## src/rtl/frame_buf_pkg.sv

```systemverilog
// Shared frame-buffer layout and writer state encoding; the VGA reader imports
// this same package so both sides agree on geometry and base addresses.
package frame_buf_pkg;

  typedef enum logic [2:0] {
    ST_IDLE,
    ST_WAIT_FRAME,
    ST_WAIT_DATA,
    ST_REQ,
    ST_BURST,
    ST_FRAME_DONE
  } wr_state_t;

  localparam int IMG_WIDTH  = 320;
  localparam int IMG_HEIGHT = 240;
  localparam int IMG_SIZE   = IMG_WIDTH * IMG_HEIGHT;
  localparam int BURST_LEN  = 8;

  localparam logic [23:0] BASE_ADDR0 = 24'h000000;
  localparam logic [23:0] BASE_ADDR1 = 24'h020000;

endpackage

```

## src/rtl/sdram_frame_writer_burst_addr_gen.sv

```systemverilog
// Burst counter and frame base selection for the SDRAM frame writer.
// Ping-pong buffering is enabled by SDRAM_FRAME_WRITER_DOUBLE_BUFFER_EN.
module burst_addr_gen #(
  parameter int                    ADDR_WIDTH = 24,
  parameter int                    BURST_LEN  = 8,
  parameter int                    NUM_BURSTS = 9600,
  parameter logic [ADDR_WIDTH-1:0] BASE_ADDR0 = '0,
  parameter logic [ADDR_WIDTH-1:0] BASE_ADDR1 = '0
) (
  input  logic                  clk,
  input  logic                  rst,
  input  logic                  i_load,
  input  logic                  i_inc,
  input  logic                  i_frame_done,
  output logic [ADDR_WIDTH-1:0] o_addr,
  output logic                  o_last,
  output logic                  o_wr_buf
);

  localparam int SHIFT = $clog2(BURST_LEN);

  logic [ADDR_WIDTH-1:0] r_base;
  logic [ADDR_WIDTH-1:0] r_burst_cnt;
  logic                  r_wr_buf;

  always_ff @(posedge clk) begin
    if (rst) begin
      r_base      <= '0;
      r_burst_cnt <= '0;
      r_wr_buf    <= 1'b0;
    end else begin
      if (i_load) begin
        r_burst_cnt <= '0;
        r_base      <= r_wr_buf ? BASE_ADDR1 : BASE_ADDR0;
      end else if (i_inc) begin
        r_burst_cnt <= r_burst_cnt + ADDR_WIDTH'(1);
      end
`ifdef SDRAM_FRAME_WRITER_DOUBLE_BUFFER_EN
      if (i_frame_done) r_wr_buf <= ~r_wr_buf;
`else
      // Single-buffer build: every frame lands in buffer 0.
      if (i_frame_done) r_wr_buf <= 1'b0;
`endif
    end
  end

  assign o_addr   = r_base + (r_burst_cnt << SHIFT);
  assign o_last   = (r_burst_cnt == ADDR_WIDTH'(NUM_BURSTS - 1));
  assign o_wr_buf = r_wr_buf;

endmodule

```

## src/rtl/sdram_frame_writer.sv

```systemverilog
// Drains the camera capture FIFO into SDRAM as fixed-length write bursts.
// Optional ping-pong buffering: SDRAM_FRAME_WRITER_DOUBLE_BUFFER_EN.
module sdram_frame_writer import frame_buf_pkg::*; #(
  parameter int                    IMG_WIDTH  = frame_buf_pkg::IMG_WIDTH,
  parameter int                    IMG_HEIGHT = frame_buf_pkg::IMG_HEIGHT,
  parameter int                    DATA_WIDTH = 16,
  parameter int                    ADDR_WIDTH = 24,
  parameter int                    BURST_LEN  = frame_buf_pkg::BURST_LEN,
  parameter int                    USED_WIDTH = 11,
  parameter logic [ADDR_WIDTH-1:0] BASE_ADDR0 = ADDR_WIDTH'(frame_buf_pkg::BASE_ADDR0),
  parameter logic [ADDR_WIDTH-1:0] BASE_ADDR1 = ADDR_WIDTH'(frame_buf_pkg::BASE_ADDR1)
) (
  input  logic                  clk_sdram,
  input  logic                  rst,
  input  logic                  sdram_ready,
  input  logic                  frame_start,
  input  logic [DATA_WIDTH-1:0] fifo_rd_data,
  input  logic [USED_WIDTH-1:0] fifo_used,
  output logic                  fifo_rd_en,
  output logic                  sdram_wr_req,
  output logic [ADDR_WIDTH-1:0] sdram_wr_addr,
  input  logic                  sdram_wr_grant,
  input  logic                  sdram_wr_data_req,
  output logic [DATA_WIDTH-1:0] sdram_wr_data,
  output logic                  frame_done,
  output logic                  frame_ready,
  output logic                  frame_overrun,
  output logic                  buf_sel
);

  localparam int NUM_BURSTS = IMG_WIDTH * IMG_HEIGHT / BURST_LEN;
  localparam int BEAT_W     = $clog2(BURST_LEN);

  wr_state_t             r_state, w_state_nxt;
  logic [BEAT_W-1:0]     r_beat_cnt;
  logic                  r_fifo_ok;
  logic                  r_frame_ready;
  logic                  r_buf_sel;
  logic                  r_overrun;
  logic                  w_load;
  logic                  w_beat;
  logic                  w_last_beat;
  logic                  w_last_burst;
  logic                  w_wr_buf;
  logic [ADDR_WIDTH-1:0] w_addr;

  burst_addr_gen #(
    .ADDR_WIDTH (ADDR_WIDTH),
    .BURST_LEN  (BURST_LEN),
    .NUM_BURSTS (NUM_BURSTS),
    .BASE_ADDR0 (BASE_ADDR0),
    .BASE_ADDR1 (BASE_ADDR1)
  ) u_addr (
    .clk          (clk_sdram),
    .rst          (rst),
    .i_load       (w_load),
    .i_inc        (w_last_beat),
    .i_frame_done (r_state == ST_FRAME_DONE),
    .o_addr       (w_addr),
    .o_last       (w_last_burst),
    .o_wr_buf     (w_wr_buf)
  );

  assign w_load      = (r_state == ST_WAIT_FRAME) && frame_start;
  assign w_beat      = (r_state == ST_BURST) && sdram_wr_data_req;
  assign w_last_beat = w_beat && (r_beat_cnt == BEAT_W'(BURST_LEN - 1));

  always_comb begin
    w_state_nxt = r_state;
    case (r_state)
      ST_IDLE:       if (sdram_ready)    w_state_nxt = ST_WAIT_FRAME;
      ST_WAIT_FRAME: if (frame_start)    w_state_nxt = ST_WAIT_DATA;
      ST_WAIT_DATA:  if (r_fifo_ok)      w_state_nxt = ST_REQ;
      ST_REQ:        if (sdram_wr_grant) w_state_nxt = ST_BURST;
      ST_BURST:      if (w_last_beat)
                       w_state_nxt = w_last_burst ? ST_FRAME_DONE : ST_WAIT_DATA;
      ST_FRAME_DONE: w_state_nxt = ST_WAIT_FRAME;
      default:       w_state_nxt = ST_IDLE;
    endcase
  end

  always_ff @(posedge clk_sdram) begin
    if (rst) begin
      r_state       <= ST_IDLE;
      r_beat_cnt    <= '0;
      r_fifo_ok     <= 1'b0;
      r_frame_ready <= 1'b0;
      r_buf_sel     <= 1'b0;
      r_overrun     <= 1'b0;
    end else begin
      r_state <= w_state_nxt;
      // Only trust the fill level sampled while waiting, so a stale pre-pop
      // level left over from the previous burst never triggers a request.
      r_fifo_ok <= (r_state == ST_WAIT_DATA) && (fifo_used >= USED_WIDTH'(BURST_LEN));
      if (w_load)      r_beat_cnt <= '0;
      else if (w_beat) r_beat_cnt <= r_beat_cnt + BEAT_W'(1);
      if (r_state == ST_FRAME_DONE) begin
        r_frame_ready <= 1'b1;
        r_buf_sel     <= w_wr_buf;
      end
      r_overrun <= frame_start && (r_state != ST_IDLE) && (r_state != ST_WAIT_FRAME);
    end
  end

  assign sdram_wr_req  = (r_state == ST_REQ);
  assign sdram_wr_addr = (r_state == ST_REQ) ? w_addr : '0;
  assign fifo_rd_en    = w_beat;
  assign sdram_wr_data = (r_state == ST_BURST) ? fifo_rd_data : '0;
  assign frame_done    = (r_state == ST_FRAME_DONE);
  assign frame_ready   = r_frame_ready;
  assign frame_overrun = r_overrun;
  assign buf_sel       = r_buf_sel;

endmodule

```

## config.mk

```make
export PLATFORM = sky130hd
export DESIGN_NAME = sdram_frame_writer
export DESIGN_NICKNAME = d
export VERILOG_FILES = /design/src/rtl/frame_buf_pkg.sv /design/src/rtl/sdram_frame_writer_burst_addr_gen.sv /design/src/rtl/sdram_frame_writer.sv
export SDC_FILE = /design/constraint.sdc
export NUM_CORES = 1
export LEC_CHECK = 0
export CAP_MARGIN = 20
export CORE_MARGIN = 5
export CORE_UTILIZATION = 40
export CTS_CLUSTER_SIZE = 12
export DETAILED_ROUTE_END_ITERATION = 10
export GPL_ROUTABILITY_DRIVEN = 1
export PLACE_DENSITY_LB_ADDON = 0.1
export SYNTH_ARGS = -nofsm -noshare
export SYNTH_HDL_FRONTEND = slang
export SYNTH_SLANG_ARGS = --single-unit
```

## constraint.sdc

```tcl
create_clock -name clk_sdram -period 2.19 [get_ports clk_sdram]
set_clock_uncertainty 0.15 [all_clocks]
set_input_delay 0.438 -clock clk_sdram [delete_from_list [all_inputs] [get_ports clk_sdram]]
set_output_delay 0.438 -clock clk_sdram [all_outputs]
set_load 0.005 [all_outputs]
```

Word level (Yosys, flattened, before mapping)
Cells that the tools add are included.
Word-level totals
  register bits after elaboration: 33
  latch bits: 0
  memory bits (writable): 0
  memory bits (read-only): 0
  input port bits: 33
  output and inout bits: 46
  logic and storage cells: 41
  memories: 0
Operators by class
  add/subtract/negate cells: 2
  multiply operators: 0
  divide/modulo/power cells: 0
  $lt $le $gt $ge: 1
  equality and inequality tests: 13
  shifts and indexed selects: 0
  multiplexer cells: 9
  bitwise operators: 0
  reduce and logical (&&, ||, !) cells: 10
Operator list (count)
  adder 24 x 1 -> 24 bit (second input constant): 1
  == test 24 x 14 -> 1 bit (second input constant): 1
  2-to-1 mux 24 bit: 1
  2-to-1 mux 3 bit: 6
  case mux 3 bit (6 select lines): 1
  2-to-1 mux 16 bit: 1
  greater-or-equal comparator 11 x 4 -> 1 bit (second input constant): 1
  == test 3 bit (second input constant): 3
  == test 3 x 2 -> 1 bit (second input constant): 2
  logical AND 1 bit: 6
  != test 2 bit (second input constant): 3
  AND reduction 5 bit: 1
  != test 2 x 1 -> 1 bit (second input constant): 2
  adder 3 x 1 -> 3 bit (second input constant): 1
  == test 3 x 1 -> 1 bit (second input constant): 1
  logical NOT 3 bit: 1
  != test 3 x 1 -> 1 bit (second input constant): 1
  nonzero test 3 bit: 1
  OR reduction 2 bit: 1

Logic depth before layout (Yosys ltp)
  depth in word-level cells: 5
  gate-level depth with buffers: 7
  gate-level depth less buffers: 6

Cells and area by module
A second synthesis with hierarchy kept.
Unflattened totals
  cells, all modules: 269
  area, all modules: 2177.1 sq um
By module, submodules not included
  burst_addr_gen: instances 1, cells an instance 160, area an instance 1347.5 sq um, seq. area each 480.5 sq um
  sdram_frame_writer: instances 1, cells an instance 109, area an instance 829.5 sq um, seq. area each 200.2 sq um

Worst setup path after synthesis
No wires, ideal clock.
  path kind: register to register
  from: register r_state[1]
  to: register u_addr.r_burst_cnt[19]
  library setup time: 0.123 ns
  arrival: 1.878 ns
  required time: 1.917 ns
  slack: 0.038 ns
  cell stages (with the launch flop): 7
  path buffers: 2
  path through: dfxtp_1 > buf_6 > or3b_1 > buf_2 > or3_4 > nor4_2 > mux2_1
On the way
  cells in the longest elaborated chain, start to end: 3
  elaborated cells on any way between the ends: 6
  those cells by class: eq/ne: 2; reduce/logical: 4
Ends and longest elaborated chain
  from (decl): RTL line sdram_frame_writer.sv:34  | wr_state_t r_state, w_state_nxt;
  from (signal assigned): RTL line sdram_frame_writer.sv:91  | r_state <= w_state_nxt;
  == test 3 x 1 -> 1 bit or == test 3 bit (tied branches): RTL line sdram_frame_writer.sv:64, sdram_frame_writer.sv:65
  logical AND 1 bit, on equally long branches: RTL line sdram_frame_writer.sv:64, sdram_frame_writer.sv:65
  OR reduction 2 bit (no source line) or logical AND 1 bit (tied branches)
  to (signal assigned): RTL line sdram_frame_writer_burst_addr_gen.sv:36  | r_burst_cnt <= r_burst_cnt + ADDR_WIDTH'(1);
  to (decl): RTL line sdram_frame_writer_burst_addr_gen.sv:23  | logic [ADDR_WIDTH-1:0] r_burst_cnt;
Parallel ways exist; a longest one is shown, timed or not.
A chain may end at the register's enable or synchronous reset.

Final worst setup path
  from: register r_state[2]
  to: register u_addr.r_burst_cnt[19]
Same word-level chain as after synthesis.

==> run_results.csv <==
group,metric,value,unit
worst_setup_path,r2r-start,"r_state[2]",
power_and_ir_drop,powerDensity,430.8,mW/mm²
timing,fin_crit_sh,93.67,%
logic_synthesis,yosysUniqueCellTypes,40,
global_routing,grt_pass1_wl,9.839,mm
detailed_routing,drt-total-wl,6.190,mm
timing,finalSetupViolCount,0,
floorplanning,die_x,81.95,µm
detailed_routing,vias,2259,
logic_synthesis,netlist_instances,266,
global_routing,grt.met3_usage,4.496,%
worst_setup_path,cp-end-kind,"flop",
global_routing,antenna_found_initial,0,
hold_path,hold_end,"frame_ready",
timing,fin_ws,0.1386,ns
hold_path,hold_class,"reg -> reg",
global_routing,met1_usage,24.59,%
timing,period_needed,2.051,ns
detailed_routing,wire_per_inst,14.50,µm
hold_path,min_from,"frame_ready",
worst_setup_path,critical_path_depth,4,
worst_setup_path,arrival,2.08,ns
worst_setup_path,cp.buffers_inverters,0,
power_and_ir_drop,peakVddDrop,0.2636,mV
cells_and_area,fin_area,0.003256,mm²
timing,rsz0062_at_grt,"no",
clock_tree,cts_buffers,5,
cells_and_area,antenna_cells,0,
worst_setup_path,start_kind,"flop",
worst_setup_path,worst_r2r_path_depth,4,
placement,dp_slack,-0.1715,ns
worst_setup_path,worst-path-max-fanout,5,
worst_setup_path,worst-r2r-setup-slack,0.14,ns
logic_synthesis,async_flop_share,0,%
global_routing,grt_pass1_vias,2086,
placement,port_buffers,71,
global_routing,grt-busiest-layer,"met2",
clock_tree,clkSlewWorstSetupHoldPaths,0.07,ns
clock_tree,htreeDepth,2,
worst_setup_path,critPathKind,"reg -> reg",
clock_tree,clk_latency,0.29,ns
global_routing,grt_usage,18.49,%
clock_tree,tritoncts,"built",
placement,dpl.hpwl,4.563,mm
worst_setup_path,cp.required,2.22,ns
outcome,status,"finished, final reports clean",
worst_setup_path,reg2reg_to,"u_addr.r_burst_cnt[19]",
placement,place_area,0.002977,mm²
placement,gp_congestion,0.8349,
floorplanning,fp.coreArea,0.005075,mm²
worst_setup_path,path_delay_family,"simple AND/OR/NAND/NOR gates",
logic_synthesis,yosys_warnings,0,
timing,hold_ws,0.3181,ns
timing,slew_violations,0,
worst_setup_path,critPathMaxStageDelay,0.42,ns
cells_and_area,syn2layout_area_growth,57.22,%
floorplanning,die_y,81.95,µm
power_and_ir_drop,p_leak,1.945,nW
run,cap_violations,0,
global_routing,grt_max_degree,19,
worst_setup_path,critPathSlowestCell,"or3_4",
detailed_routing,ant_nets,0,
floorplanning,start_util,40.80,%
logic_synthesis,syn_avg_cell_area,7.785,µm²
hold_path,holdPathStages,2,
global_routing,overflow,0,
logic_synthesis,synth_area,0.002071,mm²
clock_tree,clock_path_buffers,2,
clock_tree,numClockSinks,33,
clock_tree,root_buffer,"clkbuf_8",
logic_synthesis,ys.flop_type,"dfxtp_1",
global_routing,grtUsageMet2,29.56,%
floorplanning,io_pins,79,
cells_and_area,drive_gt1_share,14.01,%
floorplanning,fp-row-count,26,
worst_setup_path,worstPathCellList,"or3b_1 > or3_4 > nor4_2 > mux2_1",
logic_synthesis,synth_edf_count,0,
detailed_routing,drt-initial-drc-count,145,
detailed_routing,drc_errors,0,
timing,fmax,0.4875,GHz
cells_and_area,finalNetCount,392,
logic_synthesis,ys_seq_area_share,31.90,%
detailed_routing,viasPerCell,5.290,
floorplanning,die_area,0.006716,mm²
timing,hold_violations,0,
detailed_routing,dr.pass1.iters,4,
logic_synthesis,ys_seq_elements,33,
## power by group
part | leakage (nW) | internal, mW | switching (mW) | total (mW)
combinational | 1.62 | 0.143 | 0.115 | 0.258
clock | 0.0542 | 0.284 | 0.235 | 0.519
sequential | 0.268 | 0.611 | 0.0147 | 0.626
total | 1.94 | 1.04 | 0.364 | 1.40
## per-stage QoR
step / instances / setup TNS, ns / util (%) / total power [mW]
floorplan: 269 / 0 / - / 0.7539
global placement: 415 / -1.128 / 58.65 / 0.8672
detailed placement: 415 / -1.419 / 58.65 / 0.8686
CTS: 424 / -4.557 / 61.14 / 1.389
global route: 427 / 0 / 64.15 / 1.463
finish: 427 / 0 / 64.15 / 1.403
## worst max-delay path by stage
stage,startpoint,endpoint,slack (ns)
6_report,r_state[2],u_addr.r_burst_cnt[19],0.14
5_1_grt,u_addr.r_burst_cnt[0],u_addr.r_burst_cnt[18],0.03
4_1_cts,r_state[0],sdram_wr_addr[4],-0.14
3_5_place_dp,sdram_wr_data_req,u_addr.r_burst_cnt[21],-0.17
3_3_place_gp,sdram_wr_data_req,u_addr.r_burst_cnt[22],-0.13
2_1_floorplan,r_state[1],u_addr.r_burst_cnt[19],0.04
## state kept, by name, indices dropped and copies added, names as in the netlist
name and flops:
u_addr.r_burst_cnt 24, frame_ready 1, r_beat_cnt 3, frame_overrun 1
r_state 3, r_fifo_ok 1
## tightest hold or removal path, cell delays in order (launching register included)
cell	delay, ns
dfxtp_1	0.33
nor2_1	0.05
nor2_1	0.06
## area by class of cell
class                   count  area, µm²
well taps                  70      87.58
clock inverters             1      5.005
repair buffers            103       1074
fillers                   459       1819
inverters                   4      15.01
flip-flops and latches     33      669.4
clock buffers               7      96.34
multi-input cells         209       1309
## logic make-up after synthesis
kind of cell	Yosys count	synth area share (%)
compound gates	40	11.42
xor+xnor	8	3.384
fa+ha+maj	3	1.813
buf+inv	27	6.223
flops	33	31.90
mux	5	2.477
other cells	1	0.1811
simple gates	149	42.60
## Yosys cell counts (5+ instances only)
cell	count	area [µm²]
nand2_1	16	60.06
dfxtp_1	33	660.6
and3_1	23	143.9
o31ai_1	9	67.56
xnor2_1	5	43.79
and2_1	19	118.9
nand4_1	11	68.82
or4_1	9	67.56
and4_1	6	52.55
o21ai_0	7	35.03
nor2_1	17	63.81
nor4_1	9	56.30
nand3_1	16	80.08
a21oi_1	20	100.1
clkbuf_1	14	52.55
or3_1	7	43.79
## placed cells by master, fill, tap and decap left out, types with 9 or more instances in the layout
| master | Yosys | routed |
|---|---|---|
| a21oi_1 | 20 | 20 |
| and2_1 | 19 | 18 |
| and3_1 | 23 | 23 |
| buf_4 | 4 | 27 |
| clkdlybuf4s50_1 | 0 | 31 |
| dfxtp_1 | 33 | 30 |
| dlymetal6s2s_1 | 0 | 40 |
| nand2_1 | 16 | 16 |
| nand3_1 | 16 | 16 |
| nand4_1 | 11 | 11 |
| nor2_1 | 17 | 17 |
| nor4_1 | 9 | 9 |
| o31ai_1 | 9 | 9 |
| or4_1 | 9 | 9 |
## timing repair
item                                    CTS  global route
endpoints found under the setup margin   40            42
pin swaps                                 0             0
resized for setup                         7            49
buffers inserted                          1             3
hold buffers                              0             0
## routing by layer
layer  wire length, µm  vias to the layer above
met4                92                        0
li1                  -                     1151
met3               354                        9
met5                 0                        -
met2              3015                       64
met1              2728                     1035
(Power assumes the default switching activity.)
==> RTL edit, RTL diff (config.mk and constraints unchanged) <==
Register the output `frame_overrun` once more, with the module's reset; this adds one clock of latency there. The other outputs are not delayed to match.
--- a/src/rtl/sdram_frame_writer.sv
+++ b/src/rtl/sdram_frame_writer.sv
@@ -108,7 +108,13 @@
   assign sdram_wr_data = (r_state == ST_BURST) ? fifo_rd_data : '0;
   assign frame_done    = (r_state == ST_FRAME_DONE);
   assign frame_ready   = r_frame_ready;
-  assign frame_overrun = r_overrun;
+  always_ff @(posedge clk_sdram) begin
+    if (rst) begin
+      frame_overrun <= '0;
+    end else begin
+      frame_overrun <= r_overrun;
+    end
+  end
   assign buf_sel       = r_buf_sel;
 
 endmodule
Behaviour: not the same (Yosys sat finds a counterexample within 4 cycles, from zero or initial values and one cycle with rst high).
==> RTL edit against the original RTL <==
The run now ends with negative setup slack left; cell count shrank 10%; first-iteration DRC count shrank 17%; clock power grew 3%; sequential cell count grew 1; final area shrank 7.0%; wire length shrank 9.5%; area after synthesis shrank 7.9%; sequential power grew 2%; count of clock-buffer cells in the layout grew 1; global-route usage shrank 0.87 points; power grew 1.3%; critical path depth is the same; setup slack lost 190 ps; critical path type is now flop to output port; largest cell class unchanged; largest power group unchanged; highest routed layer unchanged.
==> RTL edit: results (changes against the original RTL) <==
status -> complete, but fails checks
failing checks -> negative setup slack
Largest regs -> u_addr.r_burst_cnt: 24 flops, r_beat_cnt: 3 flops, r_state: 3 flops
All-Layer GR Usage -> 17.6% (-0.87 points)
worst-margin pin slew -> 582 ps
FILL cells -> 428 (-6.8%)
Critical Path Fanout Max -> 11 (+6)
deepest clock path buffer count -> 2 (unchanged)
first-pass GRT wire length -> 8.79 mm (-11%)
Vias -> 1983 (-12%)
CTS Root Cell -> clkbuf_8
Post-DP HPWL -> 3.93 mm (-14%)
Final GP Congestion -> 0.789 (-5.5%)
Clk Latency, worst-skew pair -> 280 ps
Seq/Total Area, Yosys -> 35.7% (+3.8 points)
Area contributors post-synth -> dfxtp_1 36%, and3_1 8.9%, xor2_1 7.8%, and2_1 6.9%, nor2_1 6.1%
final setup violation count -> 7 (+7)
hold path depth -> 1 (-1)
Final WS setup -> -48.9 ps (-187 ps)
hold crit path type -> flop to flop
vias in the first global route -> 1826 (-12%)
initial antenna violation count -> 0 (unchanged)
Commonest cells post-synth -> 34 x dfxtp_1, 31 x nor2_1, 27 x and3_1
leakage -> 1.64 nW (-16%)
share of cells above drive strength 1 -> 14.2% (+0.24 points)
WP data arrival -> 1650 ps (-430 ps)
Routed WL -> 5.60 mm (-9.5%)
Final #Nets -> 365 (-6.9%)
Placed Area -> 0.00274 mm^2 (-7.9%)
Port Buffers -> 71 (unchanged)
clock slew at reported path FFs -> 70 ps (about the same)
gr ovfl total -> 0 (unchanged)
YS warnings -> 0 (unchanged)
ys async rst share -> 0% (unchanged)
H-tree depth -> 2 (unchanged)
CTS buffer count -> 5 (unchanged)
VDD IR max -> 0.387 mV (+47%)
Psw -> 0.343 mW (-5.9%)
1st-pass router iterations -> 4 (unchanged)
ant diodes -> 0 (unchanged)
Synth cell types -> 37 (-7.5%)
largest net degree at the start of global routing -> 28 (+9)
reg2reg path depth -> 5 (+1)
1st-iter DRT viols -> 121 (-17%)
-- RTL edit: changes by cell type in the layout (fill, tap and decap cells not counted), sizes merged, moves of 9 or more --
cell,unedited run,this run
dlymetal6s2s,40,22
nor2,17,31
xor2,3,17
a21oi,20,9
clkdlybuf4s15,0,9
o31ai,9,0
-- RTL edit: cell families after synthesis --
kind of cell    share of synthesized area [%]
fa+ha+maj                                1.97
xor+xnor                                 10.1
other cells                             0.197
compound gates                           7.15
mux                                     0.525
buf+inv                                  5.51
flops                                    35.7
simple gates                             38.9
-- RTL edit: worst paths after layout --
check             start               endpoint  slack (ps)
max          r_state[0]           sdram_wr_req         -50
min           r_overrun          frame_overrun         300
max reg2reg  r_state[0]  u_addr.r_burst_cnt[6]         110
min reg2reg   r_overrun          frame_overrun         300
-- RTL edit: timing repair --
| item | CTS | global route |
|---|---|---|
| pin swaps | 0 | 1 |
| endpoints found under the setup margin | 40 | 31 |
| buffers inserted | 1 | 4 |
| gates resized for setup | 27 | 45 |
| cloned | 1 | 1 |
| endpoints found under the hold margin | 0 | 0 |
-- RTL edit: cell type report --
| class | count | area (um^2) | area share (%) |
|---|---|---|---|
| clock buffers | 8 | 110 | 3.64 |
| flip-flops and latches | 34 | 692 | 22.9 |
| multi-input cells | 187 | 1170 | 38.6 |
| repair buffers | 95 | 966 | 31.9 |
| well taps | 54 | 67.6 | 2.23 |
| inverters | 6 | 22.5 | 0.744 |
-- RTL edit: power by group through the flow --
stage / sequential, mW / combinational (mW) / clock (mW)
final: 0.640 / 0.247 / 0.535
after global placement: 0.651 / 0.192 / 0
after global routing: 0.641 / 0.267 / 0.578
after floorplan: 0.645 / 0.0973 / 0
after detailed placement: 0.651 / 0.195 / 0
after CTS: 0.643 / 0.216 / 0.552
-- RTL edit: per-layer routing --
| metal | vias up | track usage (%) | part of all wire, % |
|---|---|---|---|
| met5 | - | 0 | 0 |
| met4 | 0 | 6.87 | 0.98 |
| met3 | 4 | 3.85 | 5.0 |
| met2 | 48 | 28.9 | 50 |
| met1 | 918 | 22.5 | 44 |
| li1 | 1013 | - | - |
-- RTL edit: critical path, stage by stage, from the launching register on --
cell	delay, ps
dfxtp_4	350
nor2b_4	190
buf_6	160
and2_4	160
clkdlybuf4s50_1	500
-- RTL edit: through the flow --
stage	setup TNS, ps	total power [mW]	util (%)	instances	setup WS [ps]
global placement	-133	0.843	58.5	369	-46.9
floorplan	0	0.743	-	244	111
detailed placement	-235	0.847	58.5	369	-79.3
global route	-846	1.49	64.5	384	-104
CTS	-2730	1.41	61.8	379	-134
finish	-223	1.42	64.5	384	-48.9
